### config.mk
export PLATFORM = sky130hd
export DESIGN_NAME = branch_predict_ctrl
export DESIGN_NICKNAME = d
export VERILOG_FILES = /design/src/rtl/branch_predict_ctrl.sv
export SDC_FILE = /design/constraint.sdc
export NUM_CORES = 1
export LEC_CHECK = 0
export CAP_MARGIN = 20
export CORE_AREA = 4 4 252 254
export DETAILED_ROUTE_END_ITERATION = 16
export DIE_AREA = 0 0 256 258
export HOLD_SLACK_MARGIN = 0.02
export PLACE_DENSITY = 0.79
export RECOVER_POWER = 50
export SYNTH_ARGS = -nofsm -noshare
export SYNTH_HDL_FRONTEND = slang
export SYNTH_SLANG_ARGS = --single-unit
### constraint.sdc
create_clock -name iClk -period 12.3 [get_ports iClk]
set_clock_uncertainty 0.05 [all_clocks]
set_input_delay 3.075 -clock iClk [delete_from_list [all_inputs] [get_ports iClk]]
set_output_delay 3.075 -clock iClk [all_outputs]
set_load 0.005 [all_outputs]
### src/rtl/branch_predict_ctrl.sv
// Bimodal branch predictor and decode-stage redirect controller.
// Fetch side: direct-mapped table of 2-bit counters, tags and targets feeds
// the fetch PC mux taken/target select. Decode side: checks the prediction
// that travelled with the instruction against the resolved outcome, raises
// a priority correction redirect and trains the table.
module branch_predict_ctrl #(
    parameter int ENTRIES = 16,
    parameter int IDX_W   = 4,
    parameter int TAG_W   = 8
) (
    input  logic        iClk,
    input  logic        iRstN,
    input  logic [31:0] iPCF,
    input  logic        iStallF,
    output logic        oPredTakenF,
    output logic [31:0] oPredTargetF,
    input  logic        iBranchD,
    input  logic [31:0] iPCD,
    input  logic        iTakenD,
    input  logic [31:0] iTargetD,
    output logic        oRedirectD,
    output logic [31:0] oRedirectPC,
    output logic [15:0] oMispredCnt
);

    // Per-entry direction state: predict taken in WT/ST.
    typedef enum logic [1:0] {
        SNT = 2'b00,
        WNT = 2'b01,
        WT  = 2'b10,
        ST  = 2'b11
    } ctr_t;

    // Table storage
    logic [ENTRIES-1:0]            r_valid;
    ctr_t                          r_ctr [ENTRIES];
    logic [ENTRIES-1:0][TAG_W-1:0] r_tag;
    logic [ENTRIES-1:0][31:0]      r_tgt;

    // Prediction carried alongside the instruction into decode
    logic        r_predTakenD;
    logic [31:0] r_predTargetD;
    logic [15:0] r_mispredCnt;

    // Fetch lookup
    logic [IDX_W-1:0] w_fIdx;
    logic [TAG_W-1:0] w_fTag;
    logic             w_fHit;

    // Decode resolve / training
    logic [IDX_W-1:0] w_dIdx;
    logic [TAG_W-1:0] w_dTag;
    logic             w_dHit;
    logic             w_train;
    logic             w_alloc;
    logic             w_update;
    ctr_t             w_ctrCur;
    ctr_t             w_ctrNext;
    logic             w_redirect;
    logic [31:0]      w_redirectPC;

    assign w_fIdx = iPCF[IDX_W+1:2];
    assign w_fTag = iPCF[TAG_W+IDX_W+1:IDX_W+2];
    assign w_dIdx = iPCD[IDX_W+1:2];
    assign w_dTag = iPCD[TAG_W+IDX_W+1:IDX_W+2];

    // Fetch lookup reads the table as it stood before this cycle's training.
    assign w_fHit       = r_valid[w_fIdx] && (r_tag[w_fIdx] == w_fTag);
    assign oPredTakenF  = w_fHit && r_ctr[w_fIdx][1] && !w_redirect;
    assign oPredTargetF = w_fHit ? r_tgt[w_fIdx] : 32'h0;

    // Misprediction detection; held quiet while reset is asserted.
    always_comb begin
        w_redirect   = 1'b0;
        w_redirectPC = 32'h0;
        if (iRstN && iBranchD) begin
            if (iTakenD && (!r_predTakenD || (r_predTargetD != iTargetD))) begin
                w_redirect   = 1'b1;
                w_redirectPC = iTargetD;
            end else if (!iTakenD && r_predTakenD) begin
                w_redirect   = 1'b1;
                w_redirectPC = iPCD + 32'd4;
            end
        end
    end

    assign oRedirectD  = w_redirect;
    assign oRedirectPC = w_redirectPC;
    assign oMispredCnt = r_mispredCnt;

    // Training qualifiers: hits update, taken misses allocate, other misses drop.
    assign w_dHit   = r_valid[w_dIdx] && (r_tag[w_dIdx] == w_dTag);
    assign w_train  = iBranchD && !iStallF;
    assign w_update = w_train && w_dHit;
    assign w_alloc  = w_train && !w_dHit && iTakenD;
    assign w_ctrCur = r_ctr[w_dIdx];

    // Saturating counter next state for the entry being trained.
    always_comb begin
        w_ctrNext = w_ctrCur;
        if (w_alloc) begin
            w_ctrNext = WT;
        end else begin
            unique case (w_ctrCur)
                SNT: w_ctrNext = iTakenD ? WNT : SNT;
                WNT: w_ctrNext = iTakenD ? WT  : SNT;
                WT:  w_ctrNext = iTakenD ? ST  : WNT;
                ST:  w_ctrNext = iTakenD ? ST  : WT;
                default: w_ctrNext = WNT;
            endcase
        end
    end

    // Table state registers; only the decode-indexed entry can change.
    always_ff @(posedge iClk or negedge iRstN) begin
        if (!iRstN) begin
            r_valid <= '0;
            r_tag   <= '0;
            r_tgt   <= '0;
            for (int i = 0; i < ENTRIES; i++) begin
                r_ctr[i] <= WNT;
            end
        end else if (w_update || w_alloc) begin
            r_ctr[w_dIdx] <= w_ctrNext;
            if (w_alloc) begin
                r_valid[w_dIdx] <= 1'b1;
                r_tag[w_dIdx]   <= w_dTag;
            end
            if (iTakenD) begin
                r_tgt[w_dIdx] <= iTargetD;
            end
        end
    end

    // Decode prediction register; a redirect flushes decode to a bubble.
    always_ff @(posedge iClk or negedge iRstN) begin
        if (!iRstN) begin
            r_predTakenD  <= 1'b0;
            r_predTargetD <= 32'h0;
        end else if (!iStallF) begin
            if (w_redirect) begin
                r_predTakenD  <= 1'b0;
                r_predTargetD <= 32'h0;
            end else begin
                r_predTakenD  <= oPredTakenF;
                r_predTargetD <= oPredTargetF;
            end
        end
    end

    // Saturating mispredict counter, counts only redirects that take effect.
    always_ff @(posedge iClk or negedge iRstN) begin
        if (!iRstN) begin
            r_mispredCnt <= 16'h0;
        end else if (w_redirect && !iStallF && (r_mispredCnt != 16'hFFFF)) begin
            r_mispredCnt <= r_mispredCnt + 16'd1;
        end
    end

endmodule
==> results.md <==
- Status: finished, violations left
- Violated checks: capacitance limit, slew limit
- Via count: 22200
- CTS tree: yes
- Yosys warning count: 0
- Critical-path maximum fanout: 23
- DR vias/cell: 6.64
- Post-CTS setup buffers: 0
- Syn Nets: 2533
- VDD IR max: 116 uV
- Fin. Hold Viols: 0
- Synth Instances: 2427
- Worst skew pair latency: 0.62 ns
- Die ar.: 0.0660 mm2
- First-pass DRT Iterations: 5
- Post-layout util: 67.1%
- Pre-CTS setup slack: 1.92 ns
- Post-CTS resize count: 0
- Starting DRT DRC Count: 1962
- RSZ-0062 raised after global routing: false
- Post-route ant nets: 0
- Worst Hold Class: reg2reg
- Critical Path Slowest Stage Cell: clkdlybuf4s50_1
- DRC viols: 0
- Post-synth ARST share: 100%
- Clock buffer depth: 3
- Placed cell count: 3211
- Top cell by count, worst path: clkdlybuf4s50_1
- I/O Buffers: 162
- Vias in the first global route: 24000
- Gpl congestion: 0.859
- Root buf cell: clkbuf_16
- Core Area: 0.0613 mm2
- Seq/Total Area, Yosys: 50.8%
- Cell leakage power: 18.2 nW
- Fmax: 94.9 MHz
- Setup TNS: 0 ns
- Nets: 2609
- CTS Buf Count: 77
- Total Routed Length: 95500 um
- DIE HEIGHT: 258 um
- Mapped cell area: 0.0364 mm2
- Largest net degree at the start of global routing: 194
- Hold buffers post-CTS: 0
- Fin cells: 3351
- Crit end category: output pin
- First-pass GRT wire length: 147000 um
- P&R area growth vs syn: 13.1%
- Total Routing Usage GR: 29.0%
- Final worst-path cycle share: 85.6%
- Layout cells sized above 1: 45.2%
- Synth Flop Type: dfrtp_1
- EDFF count, synth: 0
- Worst path max stage delay: 0.78 ns
- Clk slew on worst S/H paths: 0.05 ns
- Chip Width: 256 um
- Routed length per instance: 28.5 um
- Rows: 91
- Total power: 6.16 mW
- Startpoint Class: primary input
- Fin. max-slew vios: 623
- Largest delay share family, worst path: buffers and inverters
- Antenna Cells: 0
- Bufs and invs on worst path: 3
- Yosys cell types: 53
- Crit path time final: 10.53 ns
- Worst setup margin: 1.77 ns
- Worst Hold Slack: 0.443 ns
- Max-Cap Viols: 6
- Final instance area: 0.0411 mm2
- Setup CP Type: in2out
- Initial antenna violation count: 0
- Gr ovfl total: 0
- Initial Util: 59.3%
- Power per cell area: 150 mW/mm2
- Synth Area per Inst: 15.0 um2
- Final setup viols: 0
- H-tree depth: 3
- Slew @ Worst Pin: 4.65 ns
- Layout fillers: 4161
- Arr. time, crit path: 7.41 ns
- Post-DP Area: 0.0386 mm2
- Flops & latches, synth: 737
- Dpl hpwl: 57700 um
- Cell chain of the critical path: clkdlybuf4s50_1 > xnor2_1 > nand4_1 > nor4_1 > a31oi_2 > buf_4 > o21ai_0 > and3_1 > clkdlybuf4s50_1
- Clk sinks: 737
- I/O pin total: 183
- Slew headroom: -210%
- CP required: 9.17 ns
layout make-up:
| cell class | count | area (um2) | share of cell area [%] |
|---|---|---|---|
| clock buffer | 110 | 2220 | 5.41 |
| clock inverter | 27 | 343 | 0.834 |
| inverter | 19 | 71.3 | 0.173 |
| multi-input combinational | 1449 | 17000 | 41.3 |
| sequential | 737 | 18500 | 44.9 |
| tap | 790 | 988 | 2.40 |
| timing repair buffer | 219 | 2050 | 4.99 |
synth_stat cells (16+ instances only):
cell / count / area [um2]
mux4_2: 246 / 5540
a22oi_1: 32 / 240
inv_1: 18 / 67.6
xor2_1: 21 / 184
nor2_1: 63 / 236
o21ai_0: 16 / 80.1
xnor2_1: 66 / 578
and2_1: 38 / 238
nand2_1: 75 / 282
nand2b_1: 18 / 113
dfstp_2: 16 / 420
dfrtp_1: 721 / 18000
nor3_1: 16 / 80.1
clkbuf_1: 152 / 571
nand3_1: 16 / 80.1
mux2_2: 667 / 7510
mux2i_1: 21 / 210
a22o_1: 36 / 315
buf_1: 40 / 150
registers in the layout, summed over array words and instances (netlist names):
signal,flops
oMispredCnt,16
r_ctr,32
r_predTakenD,1
r_predTargetD,32
r_tag,128
r_tgt,512
r_valid,16
cells by family after synthesis:
kind of cell | synth area share (%)
AOI/OAI and AO/OA | 3.59
xor gates and xnor gates | 2.10
adders and majority gates | 0.227
buffers and inverters | 2.81
DFF | 50.8
muxes | 36.7
and+or+nand+nor | 3.83
per-layer routing:
| layer | track usage [%] | wire length [um] | vias to the layer above |
|---|---|---|---|
| li1 | - | - | 9172 |
| met2 | 47.5 | 46900 | 828 |
| met5 | 0 | 0 | - |
| met4 | 10.4 | 3700 | 0 |
| met3 | 4.71 | 5470 | 202 |
| met1 | 40.2 | 39500 | 12000 |
report_power, final:
part           switching (mW)  leakage [nW]  total (mW)  internal, mW
Sequential              0.178          9.77        2.92          2.74
Clock                   0.950          1.27        2.36          1.41
Combinational           0.377          7.18       0.885         0.508
Total                    1.50          18.2        6.16          4.65
worst paths after layout:
| kind | startpoint | slack, ns | end | depth (start not counted) |
|---|---|---|---|---|
| worst max register to register | r_predTargetD[30] | 8.18 | r_predTargetD[15] | 10 |
| min in group asynchronous | iRstN | 2.39 | r_tag[64] | 1 |
| worst min register to register | r_valid[15] | 0.44 | r_valid[15] | 1 |
| max in group asynchronous | iRstN | 4.68 | r_tgt[184] | 4 |
| worst max-delay path | iTargetD[30] | 1.77 | oPredTakenF | 9 |
| worst min-delay path | r_valid[15] | 0.44 | r_valid[15] | 1 |
cells in the final DEF (no fill, tap or decap), drive strengths merged, types with 17 or more instances in the layout:
master         instances
mux2                 673
clkbuf               118
dfrtp                721
clkdlybuf4s50        137
a22oi                 32
nand2b                18
nor2                  63
buf                   57
inv                   20
xor2                  21
a22o                  36
clkinv                18
dlygate4sd3           17
nor3                  18
mux4                 246
and2                  38
xnor2                 66
nand2                 75
o21ai                 32
mux2i                 21
No activity file was read; power rests on OpenSTA's default activity.
